`src/rtl/acc_datapath_ext_if.sv`:
```
// Decoder/pad-side bundle for the accumulator datapath.
// The datapath uses the slave modport; the instruction decoder and pad
// logic use the master modport.
interface acc_datapath_ext_if #(
    parameter int DATA_LEN = 4,
    parameter int PC_LEN   = 8,
    parameter int NUM_REGS = 8
);
    localparam int RID_W = $clog2(NUM_REGS);

    logic                EN;
    logic [PC_LEN-1:0]   PC;
    logic [DATA_LEN-1:0] IPORT;
    logic [DATA_LEN-1:0] OPORT;
    logic [2:0]          ALU_OP;
    logic [DATA_LEN-1:0] INSTR_IMM;
    logic                IMM_SEL;
    logic [PC_LEN-1:0]   BR_TARGET;
    logic                IS_BR;
    logic [1:0]          BR_COND;
    logic                IS_CALL;
    logic                IS_RET;
    logic                IS_LD;
    logic                IS_ST;
    logic [RID_W-1:0]    REG_ID;
    logic                FLAG_Z;
    logic                FLAG_C;
    logic                STACK_ERR;

    modport slave (
        input  EN, IPORT, ALU_OP, INSTR_IMM, IMM_SEL, BR_TARGET, IS_BR,
               BR_COND, IS_CALL, IS_RET, IS_LD, IS_ST, REG_ID,
        output PC, OPORT, FLAG_Z, FLAG_C, STACK_ERR
    );

    modport master (
        output EN, IPORT, ALU_OP, INSTR_IMM, IMM_SEL, BR_TARGET, IS_BR,
               BR_COND, IS_CALL, IS_RET, IS_LD, IS_ST, REG_ID,
        input  PC, OPORT, FLAG_Z, FLAG_C, STACK_ERR
    );
endinterface

```
`src/rtl/acc_datapath_ext.sv`:
```
// Parametrised accumulator datapath: accumulator, carry, PC, register file
// with I/O-mapped registers 0 (output port) and 1 (input port), and a
// hardware return stack. One decoded instruction per enabled cycle.
module acc_datapath_ext #(
    parameter int DATA_LEN    = 4,
    parameter int PC_LEN      = 8,
    parameter int NUM_REGS    = 8,
    parameter int STACK_DEPTH = 4
) (
    input  logic             CLK,
    input  logic             RSTN,
    acc_datapath_ext_if.slave bus
);
    localparam int RID_W  = $clog2(NUM_REGS);
    localparam int SP_W   = $clog2(STACK_DEPTH + 1);
    localparam int STK_IW = (STACK_DEPTH > 1) ? $clog2(STACK_DEPTH) : 1;

    logic [DATA_LEN-1:0]                   acc_q, acc_d;
    logic                                  c_q, c_d;
    logic [PC_LEN-1:0]                     pc_q, pc_d;
    logic [NUM_REGS-1:0][DATA_LEN-1:0]     regs_q, regs_d;
    logic [STACK_DEPTH-1:0][PC_LEN-1:0]    stk_q, stk_d;
    logic [SP_W-1:0]                       sp_q, sp_d;
    logic                                  err_q, err_d;

    logic [DATA_LEN-1:0] rdata, opb, alu_y;
    logic                alu_c, br_taken;
    logic [DATA_LEN:0]   sum_w;
    logic [PC_LEN-1:0]   pc_inc;
    logic [SP_W-1:0]     sp_dec;
    logic [STK_IW-1:0]   stk_wr_idx, stk_rd_idx;

    assign pc_inc     = pc_q + PC_LEN'(1);
    assign sp_dec     = sp_q - SP_W'(1);
    assign stk_wr_idx = STK_IW'(sp_q);
    assign stk_rd_idx = STK_IW'(sp_dec);

    // Operand B select; register 1 reads straight from the input pads.
    always_comb begin
        rdata = (bus.REG_ID == RID_W'(1)) ? bus.IPORT : regs_q[bus.REG_ID];
        opb   = bus.IMM_SEL ? bus.INSTR_IMM : rdata;
    end

    // ALU: carry is only touched by the arithmetic ops and SHR.
    always_comb begin
        alu_y = acc_q;
        alu_c = c_q;
        sum_w = '0;
        case (bus.ALU_OP)
            3'b000: begin
                sum_w = {1'b0, acc_q} + {1'b0, opb};
                alu_y = sum_w[DATA_LEN-1:0];
                alu_c = sum_w[DATA_LEN];
            end
            3'b001: begin
                sum_w = {1'b0, acc_q} + {1'b0, opb} + {{DATA_LEN{1'b0}}, c_q};
                alu_y = sum_w[DATA_LEN-1:0];
                alu_c = sum_w[DATA_LEN];
            end
            3'b010: begin
                // Top bit of the widened difference is the borrow.
                sum_w = {1'b0, acc_q} - {1'b0, opb};
                alu_y = sum_w[DATA_LEN-1:0];
                alu_c = ~sum_w[DATA_LEN];
            end
            3'b011: alu_y = acc_q & opb;
            3'b100: alu_y = acc_q | opb;
            3'b101: alu_y = acc_q ^ opb;
            3'b110: alu_y = opb;
            default: begin
                alu_y = {1'b0, acc_q[DATA_LEN-1:1]};
                alu_c = acc_q[0];
            end
        endcase
    end

    // Branch condition on the pre-instruction accumulator and carry.
    always_comb begin
        case (bus.BR_COND)
            2'b00:   br_taken = 1'b1;
            2'b01:   br_taken = acc_q[DATA_LEN-1];
            2'b10:   br_taken = (acc_q == '0);
            default: br_taken = c_q;
        endcase
    end

    // Next-state: strobe priority RET > CALL > BR > ST > LD > ALU.
    always_comb begin
        acc_d  = acc_q;
        c_d    = c_q;
        pc_d   = pc_q;
        regs_d = regs_q;
        stk_d  = stk_q;
        sp_d   = sp_q;
        err_d  = err_q;
        if (bus.EN) begin
            if (bus.IS_RET) begin
                if (sp_q == '0) begin
                    pc_d  = pc_inc;
                    err_d = 1'b1;
                end else begin
                    sp_d = sp_dec;
                    pc_d = stk_q[stk_rd_idx];
                end
            end else if (bus.IS_CALL) begin
                pc_d = bus.BR_TARGET;
                if (sp_q == SP_W'(STACK_DEPTH)) begin
                    err_d = 1'b1;
                end else begin
                    stk_d[stk_wr_idx] = pc_inc;
                    sp_d              = sp_q + SP_W'(1);
                end
            end else if (bus.IS_BR) begin
                pc_d = br_taken ? bus.BR_TARGET : pc_inc;
            end else if (bus.IS_ST) begin
                pc_d = pc_inc;
                if (bus.REG_ID != RID_W'(1))
                    regs_d[bus.REG_ID] = acc_q;
            end else if (bus.IS_LD) begin
                pc_d  = pc_inc;
                acc_d = rdata;
            end else begin
                pc_d  = pc_inc;
                acc_d = alu_y;
                c_d   = alu_c;
            end
        end
    end

    // State registers, cleared asynchronously.
    always_ff @(posedge CLK or negedge RSTN) begin
        if (!RSTN) begin
            acc_q  <= '0;
            c_q    <= 1'b0;
            pc_q   <= '0;
            regs_q <= '0;
            stk_q  <= '0;
            sp_q   <= '0;
            err_q  <= 1'b0;
        end else begin
            acc_q  <= acc_d;
            c_q    <= c_d;
            pc_q   <= pc_d;
            regs_q <= regs_d;
            stk_q  <= stk_d;
            sp_q   <= sp_d;
            err_q  <= err_d;
        end
    end

    assign bus.PC        = pc_q;
    assign bus.OPORT     = regs_q[0];
    assign bus.FLAG_Z    = (acc_q == '0);
    assign bus.FLAG_C    = c_q;
    assign bus.STACK_ERR = err_q;
endmodule
```
`src/flat_wrapper.sv`:
```
// flat-port wrapper written by rule: the top's interface ports become plain ports
module acc_datapath_ext_flat 
#(
    parameter int DATA_LEN    = 4,
    parameter int PC_LEN      = 8,
    parameter int NUM_REGS    = 8,
    parameter int STACK_DEPTH = 4
)
  (CLK, RSTN, bus_EN, bus_IPORT, bus_ALU_OP, bus_INSTR_IMM, bus_IMM_SEL, bus_BR_TARGET, bus_IS_BR, bus_BR_COND, bus_IS_CALL, bus_IS_RET, bus_IS_LD, bus_IS_ST, bus_REG_ID, bus_PC, bus_OPORT, bus_FLAG_Z, bus_FLAG_C, bus_STACK_ERR);
  acc_datapath_ext_if #(.DATA_LEN(DATA_LEN), .PC_LEN(PC_LEN), .NUM_REGS(NUM_REGS)) bus_i ();
  input  logic CLK;
  input  logic RSTN;
  input wire logic [$bits(bus_i.EN)-1:0] bus_EN;
  input wire logic [$bits(bus_i.IPORT)-1:0] bus_IPORT;
  input wire logic [$bits(bus_i.ALU_OP)-1:0] bus_ALU_OP;
  input wire logic [$bits(bus_i.INSTR_IMM)-1:0] bus_INSTR_IMM;
  input wire logic [$bits(bus_i.IMM_SEL)-1:0] bus_IMM_SEL;
  input wire logic [$bits(bus_i.BR_TARGET)-1:0] bus_BR_TARGET;
  input wire logic [$bits(bus_i.IS_BR)-1:0] bus_IS_BR;
  input wire logic [$bits(bus_i.BR_COND)-1:0] bus_BR_COND;
  input wire logic [$bits(bus_i.IS_CALL)-1:0] bus_IS_CALL;
  input wire logic [$bits(bus_i.IS_RET)-1:0] bus_IS_RET;
  input wire logic [$bits(bus_i.IS_LD)-1:0] bus_IS_LD;
  input wire logic [$bits(bus_i.IS_ST)-1:0] bus_IS_ST;
  input wire logic [$bits(bus_i.REG_ID)-1:0] bus_REG_ID;
  output wire logic [$bits(bus_i.PC)-1:0] bus_PC;
  output wire logic [$bits(bus_i.OPORT)-1:0] bus_OPORT;
  output wire logic [$bits(bus_i.FLAG_Z)-1:0] bus_FLAG_Z;
  output wire logic [$bits(bus_i.FLAG_C)-1:0] bus_FLAG_C;
  output wire logic [$bits(bus_i.STACK_ERR)-1:0] bus_STACK_ERR;
  assign bus_i.EN = bus_EN;
  assign bus_i.IPORT = bus_IPORT;
  assign bus_i.ALU_OP = bus_ALU_OP;
  assign bus_i.INSTR_IMM = bus_INSTR_IMM;
  assign bus_i.IMM_SEL = bus_IMM_SEL;
  assign bus_i.BR_TARGET = bus_BR_TARGET;
  assign bus_i.IS_BR = bus_IS_BR;
  assign bus_i.BR_COND = bus_BR_COND;
  assign bus_i.IS_CALL = bus_IS_CALL;
  assign bus_i.IS_RET = bus_IS_RET;
  assign bus_i.IS_LD = bus_IS_LD;
  assign bus_i.IS_ST = bus_IS_ST;
  assign bus_i.REG_ID = bus_REG_ID;
  assign bus_PC = bus_i.PC;
  assign bus_OPORT = bus_i.OPORT;
  assign bus_FLAG_Z = bus_i.FLAG_Z;
  assign bus_FLAG_C = bus_i.FLAG_C;
  assign bus_STACK_ERR = bus_i.STACK_ERR;
  acc_datapath_ext #(.DATA_LEN(DATA_LEN), .PC_LEN(PC_LEN), .NUM_REGS(NUM_REGS), .STACK_DEPTH(STACK_DEPTH)) u_core (.CLK(CLK), .RSTN(RSTN), .bus(bus_i));
endmodule
```
`config.mk`:
```
export PLATFORM = sky130hd
export DESIGN_NAME = acc_datapath_ext_flat
export DESIGN_NICKNAME = d
export VERILOG_FILES = /design/src/rtl/acc_datapath_ext_if.sv /design/src/rtl/acc_datapath_ext.sv /design/src/flat_wrapper.sv
export SDC_FILE = /design/constraint.sdc
export NUM_CORES = 1
export LEC_CHECK = 0
export CORE_ASPECT_RATIO = 0.9
export CORE_UTILIZATION = 40
export CTS_BUF_LIST = sky130_fd_sc_hd__clkbuf_8
export DETAILED_ROUTE_END_ITERATION = 10
export PLACE_DENSITY = 0.7
export SLEW_MARGIN = 15
export SYNTH_ARGS = -nofsm -noshare
export SYNTH_HDL_FRONTEND = slang
export SYNTH_SLANG_ARGS = --single-unit
```
`constraint.sdc`:
```
create_clock -name CLK -period 5.83 [get_ports CLK]
set_input_delay 0.8745 -clock CLK [delete_from_list [all_inputs] [get_ports CLK]]
set_output_delay 0.8745 -clock CLK [all_outputs]
set_load 0.02 [all_outputs]
```
==> Word level (Yosys, flattened, before mapping) <==
Cells that the tools add are included.
{ "classes": {"n_addsub": 6, "order_cmp": 5, "eq_ne": 14, "muxes": 29, "bitwise_logic": 11, "reduce_logical": 15} }
{ "ops": {"columns": ["operator", "n"], "rows": [
  ["$bwmux W32", 2],
  ["$mux W8", 7],
  ["$pmux W4 S7", 1],
  ["$mux W4", 5],
  ["$bmux W8 S2", 1],
  ["$demux W8 S2", 1],
  ["$bmux W4 S3", 1],
  ["$demux W4 S3", 1],
  ["$eq A3 B3 Y1 const B", 4],
  ["$mux W3", 4],
  ["$reduce_and A4 Y1", 3],
  ["$add A8 B1 Y8 const B", 1],
  ["$not A1 Y1", 8],
  ["$reduce_and A7 Y1", 1],
  ["$eq A3 B1 Y1 const B", 2],
  ["$eq A3 B2 Y1 const B", 2],
  ["$logic_not A3 Y1", 2],
  ["$lt A2 B3 Y1 const B", 2],
  ["$reduce_and A6 Y1", 1],
  ["$add A4 B4 Y5", 1],
  ["$add A5 B1 Y5", 1],
  ["$reduce_and A5 Y1", 1],
  ["$sub A4 B4 Y5", 1],
  ["$and A4 B4 Y4", 1],
  ["20 further kinds", 26]
]} }
{ "totals": {"regBits": 81, "input_bits": 33, "out_inout_bits": 15, "wordCells": 97} }

==> Depth between registers and ports, before layout <==
Gate-level depths: netlist (run 1).
{ "depth": {"word_depth": 8, "mapped_depth": 14, "ltp_nobuf": 13} }

==> Worst setup path before layout (run 1) <==
Ideal clock, no wire load.
{ "synth_path": {"path_type": "input to register", "startpoint": "input bus_REG_ID[0]", "endpoint": "register u_core.acc_q[1]", "setup_time_ns": 0.139, "arrival_time_ns": 3.484, "t_required_ns": 5.691, "setup_slack_ns": 2.207, "path_stages": 14, "path_buffers": 1, "cell_sequence": "buf_6 > mux2i_1 > mux4_2 > mux2_2 > inv_1 > ha_1 > fa_1 > ha_1 > mux2i_1 > nor2_1 > a21oi_1 > o221ai_1 > o211ai_1 > o221ai_1"} }
{ "synth_via": {"elab_chain_len": 8, "word_cells_on_any_way": 13, "classes_between": "add/sub: 3; eq/ne: 1; mux: 6; bitwise: 3"} }
{ "synth_rtl": {"columns": ["element", "line_no", "text"], "rows": [
  ["from (decl)", "flat_wrapper.sv:25", "input wire logic [$bits(bus_i.REG_ID)-1:0] bus_REG_ID;"],
  ["$bmux W4 S3", "acc_datapath_ext.sv:40", "rdata = (bus.REG_ID == RID_W'(1)) ? bus.IPORT : regs_q[bus.REG_ID];"],
  ["$mux W4 (implied by the code)", "acc_datapath_ext.sv:40", null],
  ["$mux W4 (*)", "acc_datapath_ext.sv:40", null],
  ["$mux W4", "acc_datapath_ext.sv:41", "opb = bus.IMM_SEL ? bus.INSTR_IMM : rdata;"],
  ["$add A4 B4 Y5", "acc_datapath_ext.sv:51, acc_datapath_ext.sv:56", null],
  ["$add A5 B1 Y5", "acc_datapath_ext.sv:56", "sum_w = {1'b0, acc_q} + {1'b0, opb} + {{DATA_LEN{1'b0}}, c_q};"],
  ["$pmux W4 S7", "acc_datapath_ext.sv:49", "case (bus.ALU_OP)"],
  ["$mux W4 (*)", "acc_datapath_ext.sv:119", "end else if (bus.IS_LD) begin"],
  ["to (signal assigned)", "acc_datapath_ext.sv:133", "acc_q <= '0;"],
  ["to (signal assigned)", "acc_datapath_ext.sv:141", "acc_q <= acc_d;"],
  ["to (decl)", "acc_datapath_ext.sv:18", "logic [DATA_LEN-1:0] acc_q, acc_d;"]
]} }
Every way passes the cells marked *; elsewhere a longest branch is shown, timed or not. The select of a mux whose other input is x is not followed.
A chain may end at the register's enable or synchronous reset.

==> Worst setup path after layout (run 1) <==
Ends and elaborated chain as after synthesis.

==> flow_summary_export.csv, run 1 <==
group,metric,value,unit
status,status,"finished, final reports clean",
power,power_density,389,nW/µm²
logic_synthesis,yosys-top-cells-count,"nand2_1 (85), dfrtp_1 (77), o21ai_0 (66), inv_1 (25), ha_1 (22)",
min_path,holdCritPathClass,"flip-flop to flip-flop",
cts,htree_levels,3,
place,numPortBuffers,47,
critical_path,worstSetupPathType,"primary input to flip-flop",
critical_path,r2r_slack,2.64,ns
place,hpwl,8050,µm
finish,post-route-util,47.5,%
cts,cts-buffers-inserted,9,
drt,wl,11000,µm
cts,clock_path_buffers,2,
finish,drive_gt1_share,10.5,%
logic_synthesis,netlist_area,4690,µm²
critical_path,start_kind,"primary input",
finish,regArea,1930,µm²
logic_synthesis,synth_cell_types,57,
timing,rsz0062_at_grt,"no",
drt,firstDrtPassIters,4,
finish,multi_input_area,2520,µm²
global_routing,grt_pass1_vias,3719,
critical_path,critPathMaxFanout,20,
global_routing,grt_antenna_before_repair,0,
critical_path,max_stage_delay,1.07,ns
place,gp_congestion,0.932,
logic_synthesis,synth-seq-cells,77,
logic_synthesis,synthArstFlopShare,100,%
floorplan,die_h,105,µm
logic_synthesis,synth_top_area_share,41.1,%
floorplan,rows,37,
timing,slew_headroom,34.4,%
logic_synthesis,yosys-top-cells-area,"dfrtp_1 (41%), o21ai_0 (7.0%), nand2_1 (6.8%)",
timing,finalSetupViolCount,0,
global_routing,gr-total-overflow,0,
critical_path,crit_chain,"clkdlybuf4s50_1 > mux2i_1 > mux4_2 > mux2_2 > inv_1 > ha_1 > fa_1 > ha_1 > mux2i_1 > nor2_1 > a21oi_1 > o221ai_1 > o211ai_1 > o221ai_1",
global_routing,grt_pass1_wl,18500,µm
critical_path,arrival,4.73,ns
finish,fillCellCount,1115,
timing,period_share,77.4,%
drt,vias,3688,
cts,cts_resized,0,
cts,cts-root-buf,"clkbuf_8",
critical_path,crit_slowest_cell,"clkdlybuf4s50_1",
logic_synthesis,synth_cells,497,
floorplan,initial_core_util,41.0,%
drt,wl_per_cell,16.0,µm
cts,cts_tree,"done",
critical_path,cp.required,6.05,ns
global_routing,track_usage,19.6,%
cts,cts.sinks,77,
timing,tightest_slew,0.983,ns
timing,tns,0,ns
cts,cts_hold_buf,0,
logic_synthesis,ys_warn_count,0,
timing,final-hold-violation-count,0,
logic_synthesis,synth_top_area_cell,"dfrtp_1",
power,vdd_ir_drop_max,0.257,mV
cts,postCtsSetupRepairBufs,0,
finish,areaGrowthSynthToFinish,15.7,%
drt,ant_nets,0,
logic_synthesis,synth_edf_count,0,
power,p_leak,2.38,nW
critical_path,cp-end-kind,"flip-flop",
drt,first_iter_violations,236,
logic_synthesis,yosysSeqAreaShare,41.1,%
drt,remaining_drc_errors,0,
floorplan,dieArea,12200,µm²
cts,clk_pin_slew,0.08,ns
floorplan,dieWidth,116,µm
timing,slew_viol_final,0,
logic_synthesis,synth_nets,554,
finish,num_antenna_cells,0,
timing,fin_skew,0.0130,ns
logic_synthesis,synth_most_common_cell,"nand2_1",
logic_synthesis,yosys_most_used_dff,"dfrtp_1",
cts,clk_latency,0.36,ns
finish,fin_nets,584,
global_routing,grt_max_degree,78,
timing,fmax,221,MHz
floorplan,core_area,11400,µm²
drt,vias_per_cell,5.36,
timing,min_period,4.51,ns
logic_synthesis,syn_avg_cell_area,9.44,µm²
job,max_cap_violations,0,
floorplan,pin_count,48,
state kept, by name (all words and copies together) (netlist names):
register	flops
u_core.stk_q	32
u_core.regs_q	24
u_core.bus.PC	8
u_core.acc_q	4
u_core.bus.OPORT	4
u_core.sp_q	3
u_core.bus.FLAG_C	1
u_core.bus.STACK_ERR	1
where the power goes:
group	internal, mW	leakage, nW	total (mW)	switching (mW)
Sequential	0.698	0.984	0.854	0.156
Combinational	0.404	1.28	0.846	0.442
Clock	0.218	0.112	0.408	0.190
routing by layer:
layer	track usage (%)	vias to the layer above	part of all wire (%)	wire (µm)
met4	6.68	0	1.5	167
met5	0	-	0	0
li1	-	1804	-	-
met2	31.1	109	47	5150
met3	5.16	14	5.2	569
met1	25.7	1761	47	5120
worst max-delay path, delay by kind of cell:
family                   cells  cell delay, ns
buffers and inverters        2            1.16
multiplexers                 4            1.11
adder cells (fa/ha/maj)      3            0.98
AO/OA/AOI/OAI                4            0.54
AND/OR/NAND/NOR              1            0.06
cell type report:
| cell class | count | share of cell area, % |
|---|---|---|
| Inverter | 27 | 1.87 |
| Multi-Input combinational cell | 364 | 46.5 |
| Clock inverter | 5 | 0.945 |
| Clock buffer | 11 | 2.79 |
| Timing Repair Buffer | 48 | 8.76 |
| Sequential cell | 77 | 35.5 |
| Tap cell | 156 | 3.60 |
per-stage QoR:
stage | std cells | power (mW) | area (µm²) | setup slack [ns] | hold slack [ns]
floorplan | 497 | 1.44 | 4690 | 2.21 | 0.442
global placement | 672 | 1.67 | 5220 | 1.06 | 0.445
detailed placement | 672 | 1.71 | 5220 | 0.975 | 0.451
CTS | 688 | 2.13 | 5430 | 1.34 | 0.470
global route | 688 | 2.27 | 5430 | 1.02 | 0.482
finish | 688 | 2.11 | 5430 | 1.32 | 0.462
final timing paths:
kind	start	endpoint	cells past startpoint
max in group asynchronous	RSTN	u_core.bus.PC[5]	1
min in group asynchronous	RSTN	u_core.regs_q[20]	1
worst min register to register	u_core.bus.STACK_ERR	u_core.bus.STACK_ERR	1
worst max-delay path	bus_REG_ID[0]	u_core.acc_q[1]	14
worst max register to register	u_core.bus.OPORT[0]	u_core.acc_q[1]	13
worst min-delay path	u_core.bus.STACK_ERR	u_core.bus.STACK_ERR	1
cells by family (layout without fill, tap and decap cells):
group	count (synthesis)	count (layout)	synth area share, %
muxes	51	51	14.4
DFF	77	77	41.1
adders and majority gates	24	24	6.72
and+or+nand+nor	148	148	14.2
xor gates and xnor gates	12	12	2.24
buffers and inverters	56	91	5.12
AOI/OAI and AO/OA	129	129	16.2
placed cells by master, fill, tap and decap left out, types with 3 or more instances in the layout:
master / synthesis / layout
xnor2_1: 6 / 6
o221ai_1: 6 / 6
a21o_1: 3 / 3
mux2_2: 20 / 20
nand2_1: 85 / 85
o21ai_1: 7 / 7
ha_1: 22 / 22
nor3_1: 5 / 5
a31oi_1: 7 / 7
dfrtp_1: 77 / 77
nor2_1: 21 / 21
nand3_1: 10 / 10
o21ai_0: 66 / 66
o211ai_1: 5 / 5
or2_2: 3 / 3
mux2i_1: 18 / 18
a21oi_1: 16 / 16
xor2_1: 6 / 6
clkbuf_8: 0 / 11
inv_1: 25 / 27
nand2b_1: 7 / 7
mux4_2: 11 / 11
clkdlybuf4s50_1: 0 / 46
Note: power is estimated with default switching activity, not from simulation.
==> run 2, diff against run 1 <==
- clock period: 5.83 -> 4.5 ns (I/O delays scaled with it)
==> flow_summary_export.csv, run 2 (same netlist as run 1, synthesis figures left out) <==
group,metric,value,unit
job,max_cap_violations,0,
power,p_int,1.69,mW
timing,slew_headroom,35.5,%
floorplan,die_h,105,µm
drt,ant_nets,0,
cts,cts_hold_buf,0,
floorplan,initial_core_util,41.0,%
timing,fin_skew,0.0155,ns
cts,htree_levels,3,
critical_path,reg2reg_depth,13,
timing,hold_slack,0.452,ns
timing,tns,0,ns
power,seq_power_share,41.0,%
timing,tightest_slew,0.968,ns
cts,cts-buffers-inserted,9,
drt,wl,11500,µm
place,dp_cells,675,
power,p_leak,2.38,nW
cts,postCtsSetupRepairBufs,0,
place,gp_congestion,0.881,
timing,rsz0062_at_grt,"no",
finish,final_cell_mix,"nand2_1 (85), dfrtp_1 (77), o21ai_0 (66)",
status,status,"finished, final reports clean",
drt,firstDrtPassIters,5,
drt,remaining_drc_errors,0,
finish,post-route-util,47.6,%
finish,multi_input_area,2520,µm²
finish,layout.cells.non_filler,689,
place,numPortBuffers,47,
global_routing,grt_pass1_wl,19000,µm
place,place_area,5260,µm²
floorplan,dieWidth,116,µm
power,swShare,37.6,%
timing,finalWorstSetupSlack,0.682,ns
global_routing,grt_antenna_before_repair,0,
finish,drive_gt1_share,10.7,%
finish,fin_nets,587,
cts,clk_pin_slew,0.08,ns
timing,slew_viol_final,0,
floorplan,core_area,11400,µm²
critical_path,critPathMaxFanout,20,
critical_path,cp-end-kind,"flip-flop",
floorplan,dieArea,12200,µm²
global_routing,track_usage,20.3,%
timing,finalSetupViolCount,0,
power,p_total,2.71,mW
cts,clock_path_buffers,2,
power,comb_power_share,40.6,%
floorplan,rows,37,
critical_path,arrival,4.05,ns
finish,regMostFlops,"u_core.stk_q",
min_path,holdCritPathClass,"primary input to asynchronous set/reset pin",
finish,num_antenna_cells,0,
place,dpl_worst_slack,0.333,ns
timing,period_share,84.8,%
global_routing,grt_max_degree,78,
cts,clk_latency,0.36,ns
place,hpwl,8300,µm
cts,cts_tree,"done",
critical_path,cp.required,4.73,ns
finish,finalInstanceArea,5440,µm²
drt,vias_per_cell,5.42,
timing,final-hold-violation-count,0,
cts,cts-root-buf,"clkbuf_8",
drt,vias,3731,
timing,fmax,262,MHz
critical_path,start_kind,"primary input",
global_routing,grt_pass1_vias,3738,
cts,cts.sinks,77,
power,power_density,498,nW/µm²
critical_path,worstSetupPathType,"primary input to flip-flop",
finish,areaGrowthSynthToFinish,15.9,%
finish,largest_register_ffs,32,
floorplan,pin_count,48,
cts,cts_resized,0,
finish,regArea,1930,µm²
finish,fillCellCount,1074,
power,clkPwrFrac,18.4,%
drt,wl_per_cell,16.6,µm
timing,min_period,3.82,ns
finish,final_common_cell,"nand2_1",
power,switchingPower,1.02,mW
power,vdd_ir_drop_max,0.268,mV
drt,first_iter_violations,197,
global_routing,gr-total-overflow,0,
run 2: changes by cell type in the layout (fill, tap and decap cells not counted):
cell,previous run,this run
buf_12,0,1
buf_4,2,4
clkinv_4,1,0
clkbuf_8,11,10
run 2: final timing paths:
kind                                           start                   end  slack [ns]
worst max-delay path                   bus_REG_ID[0]       u_core.acc_q[1]        0.68
worst min-delay path                            RSTN     u_core.bus.FLAG_C        0.45
worst max register to register     u_core.regs_q[24]       u_core.acc_q[1]        1.32
worst min register to register  u_core.bus.STACK_ERR  u_core.bus.STACK_ERR        0.47
max in group asynchronous                       RSTN      u_core.bus.PC[1]        3.40
min in group CLK                u_core.bus.STACK_ERR  u_core.bus.STACK_ERR        0.47
run 2: per-layer routing:
layer	up-vias	track usage [%]	share of wire (%)
met2	105	32.3	48
met3	16	4.47	4.7
li1	1806	-	-
met1	1804	27.4	46
met5	-	0	0
met4	0	6.14	1.2
run 2: layout make-up:
type / instances / area share (%)
multi-input combinational: 364 / 46.4
clock buffer: 10 / 2.53
inverter: 27 / 1.86
clock inverter: 4 / 0.782
timing repair buffer: 51 / 9.39
tap: 156 / 3.59
sequential: 77 / 35.4
run 2: worst max-delay path: stages:
cell	delay, ns
clkdlybuf4s50_1	0.51
buf_12	0.18
mux2i_1	0.08
mux4_2	0.49
mux2_2	0.30
inv_1	0.09
ha_1	0.22
fa_1	0.47
ha_1	0.31
mux2i_1	0.13
nor2_1	0.06
a21oi_1	0.15
o221ai_1	0.13
o211ai_1	0.13
o221ai_1	0.13
run 2: power by group through the flow:
stage | Clock, mW | Combinational [mW] | Sequential, mW
6_report | 0.499 | 1.10 | 1.11
5_1_grt | 0.545 | 1.24 | 1.14
4_1_cts | 0.516 | 1.10 | 1.11
3_5_place_dp | 0 | 1.09 | 1.13
3_3_place_gp | 0 | 1.07 | 1.10
2_1_floorplan | 0 | 0.786 | 1.08
==> RTL edit (config.mk and constraints of run 2) <==
`STACK_DEPTH` is set to 4 in 2 places; all go to 8.
--- a/src/rtl/acc_datapath_ext.sv
+++ b/src/rtl/acc_datapath_ext.sv
@@ -5,7 +5,7 @@
     parameter int DATA_LEN    = 4,
     parameter int PC_LEN      = 8,
     parameter int NUM_REGS    = 8,
-    parameter int STACK_DEPTH = 4
+    parameter int STACK_DEPTH = 8
 ) (
     input  logic             CLK,
     input  logic             RSTN,
--- a/src/flat_wrapper.sv
+++ b/src/flat_wrapper.sv
@@ -4,7 +4,7 @@
     parameter int DATA_LEN    = 4,
     parameter int PC_LEN      = 8,
     parameter int NUM_REGS    = 8,
-    parameter int STACK_DEPTH = 4
+    parameter int STACK_DEPTH = 8
 )
   (CLK, RSTN, bus_EN, bus_IPORT, bus_ALU_OP, bus_INSTR_IMM, bus_IMM_SEL, bus_BR_TARGET, bus_IS_BR, bus_BR_COND, bus_IS_CALL, bus_IS_RET, bus_IS_LD, bus_IS_ST, bus_REG_ID, bus_PC, bus_OPORT, bus_FLAG_Z, bus_FLAG_C, bus_STACK_ERR);
   acc_datapath_ext_if #(.DATA_LEN(DATA_LEN), .PC_LEN(PC_LEN), .NUM_REGS(NUM_REGS)) bus_i ();
Function: not settled (the Yosys comparison gave no result); the edit may change what the design does.
==> RTL edit against run 2 <==
Synthesized area increased by 34%; routed wire length increased by 28%; sequential share of layout area increased by 3.5 points; non-clock buffer count increased by 9; sequential cell count increased by 33; setup slack got worse by 0.011 ns; power increased by 51%; cell count increased by 27%; highest routed layer unchanged; cell area increased by 30%; critical endpoint is now u_core.acc_q[2].
==> RTL edit: results (changes against run 2) <==
| Metric | Value |
|---|---|
| DR iter-0 viols | 571 (+190%) |
| Register area | 2753 µm² (+43%) |
| Post-synthesis net count | 692 (+25%) |
| Vias | 4922 (+32%) |
| Largest net degree at the start of global routing | 57 (-27%) |
| Clock buffer count in the final layout | 9 (-1) |
| R2R setup slack | 1.34 ns (+0.02 ns) |
| Avg Inst Size Synth | 9.871 µm² (+4.6%) |
| Total GRT Usage | 18.87% (-1.4 points) |
| Inverter count | 37 (+37%) |
| DP HPWL | 10430 µm (+26%) |
| Status | finished, final reports clean |
| Vias per inst | 5.612 (+3.6%) |
| Register area share after synthesis | 43.64% (+2.6 points) |
| Maximum vdd drop | 314.8 µV (+17%) |
| Area Overhead vs Synth | 12.22% |
| Final net count | 723 (+23%) |
| RR Endpoint | u_core.acc_q[2] |
| Cell family with the largest share of critical-path delay | compound AO/OA/AOI/OAI gates |
| Multi-input combinational area share | 44.76% (-1.7 points) |
| Clock skew | 0.01502 ns (-0.0005164 ns) |
| Final RePlAce weighted congestion | 0.8854 (+0.53%) |
| Global-route wire length before repair | 24080 µm (+27%) |
| Crit Path Max Fanout | 13 (-35%) |
| Core Area | 15390 µm² (+35%) |
| Commonest cells post-synth | dfrtp_1 (110), nor2_1 (74), a21oi_1 (64) |
| Clock buf/inv share | 2.828% (-0.48 points) |
| NonClk Buf Share | 7.990% (-1.4 points) |
| Placed cell count | 861 (+28%) |
| LEAKAGE | 3.004 nW (+26%) |
| Synthesized flop and latch total | 110 (+43%) |
| Max FFs per register | 64 (+100%) |
| Vias in the first global route | 4752 (+27%) |
| DR WL met3 | 701 µm (+31%) |
| Met2 wire len | 6685 µm (+22%) |
| #MultiIn Comb | 452 (+24%) |
| Worst slew pin tran | 0.9932 ns (+0.02531 ns) |
| Worst r2r src | u_core.bus.OPORT[1] |
| Unique masters post-synth | 62 (+8.8%) |
| Fill count | 1433 (+33%) |
| Met3 Use GR | 2.673% (-1.8 points) |
| Post-DP Area | 6878 µm² (+31%) |
| Met1 WL | 7021 µm (+32%) |
| Post-synthesis xor/xnor area fraction | 2.222% (-0.018 points) |
| R2R cell count | 11 (-2) |
| Clock Latency Late Sink | 0.38 ns (+0.02 ns) |
| Layout cell share with drive strength beyond 1 | 12.44% (+1.8 points) |
| Crit share post-route | 85.07% (+0.23 points) |
==> RTL edit: cell count changes after synthesis, sizes merged, moves of 9 or more <==
cell   change
o22ai      +9
nor2      +53
nand2     -30
o21ai     -25
inv       +10
dfrtp     +33
buf       +16
a21oi     +49
mux4       +9
==> RTL edit: power by group <==
part	internal, mW	switching [mW]	leakage, nW
registers	1.34	0.276	1.38
logic	0.844	1.04	1.53
clock network	0.220	0.371	0.0992
total	2.41	1.69	3.00
==> RTL edit: how the worst max path moves through the flow <==
stage                        startpoint               to  cells past startpoint
final                     bus_REG_ID[1]  u_core.acc_q[2]                     11
after global placement    bus_REG_ID[1]  u_core.acc_q[2]                     12
after floorplan           bus_REG_ID[1]  u_core.acc_q[1]                     10
after CTS                 bus_REG_ID[1]  u_core.acc_q[2]                     11
after global routing      bus_REG_ID[1]  u_core.acc_q[2]                     11
after detailed placement  bus_REG_ID[1]  u_core.acc_q[2]                     11
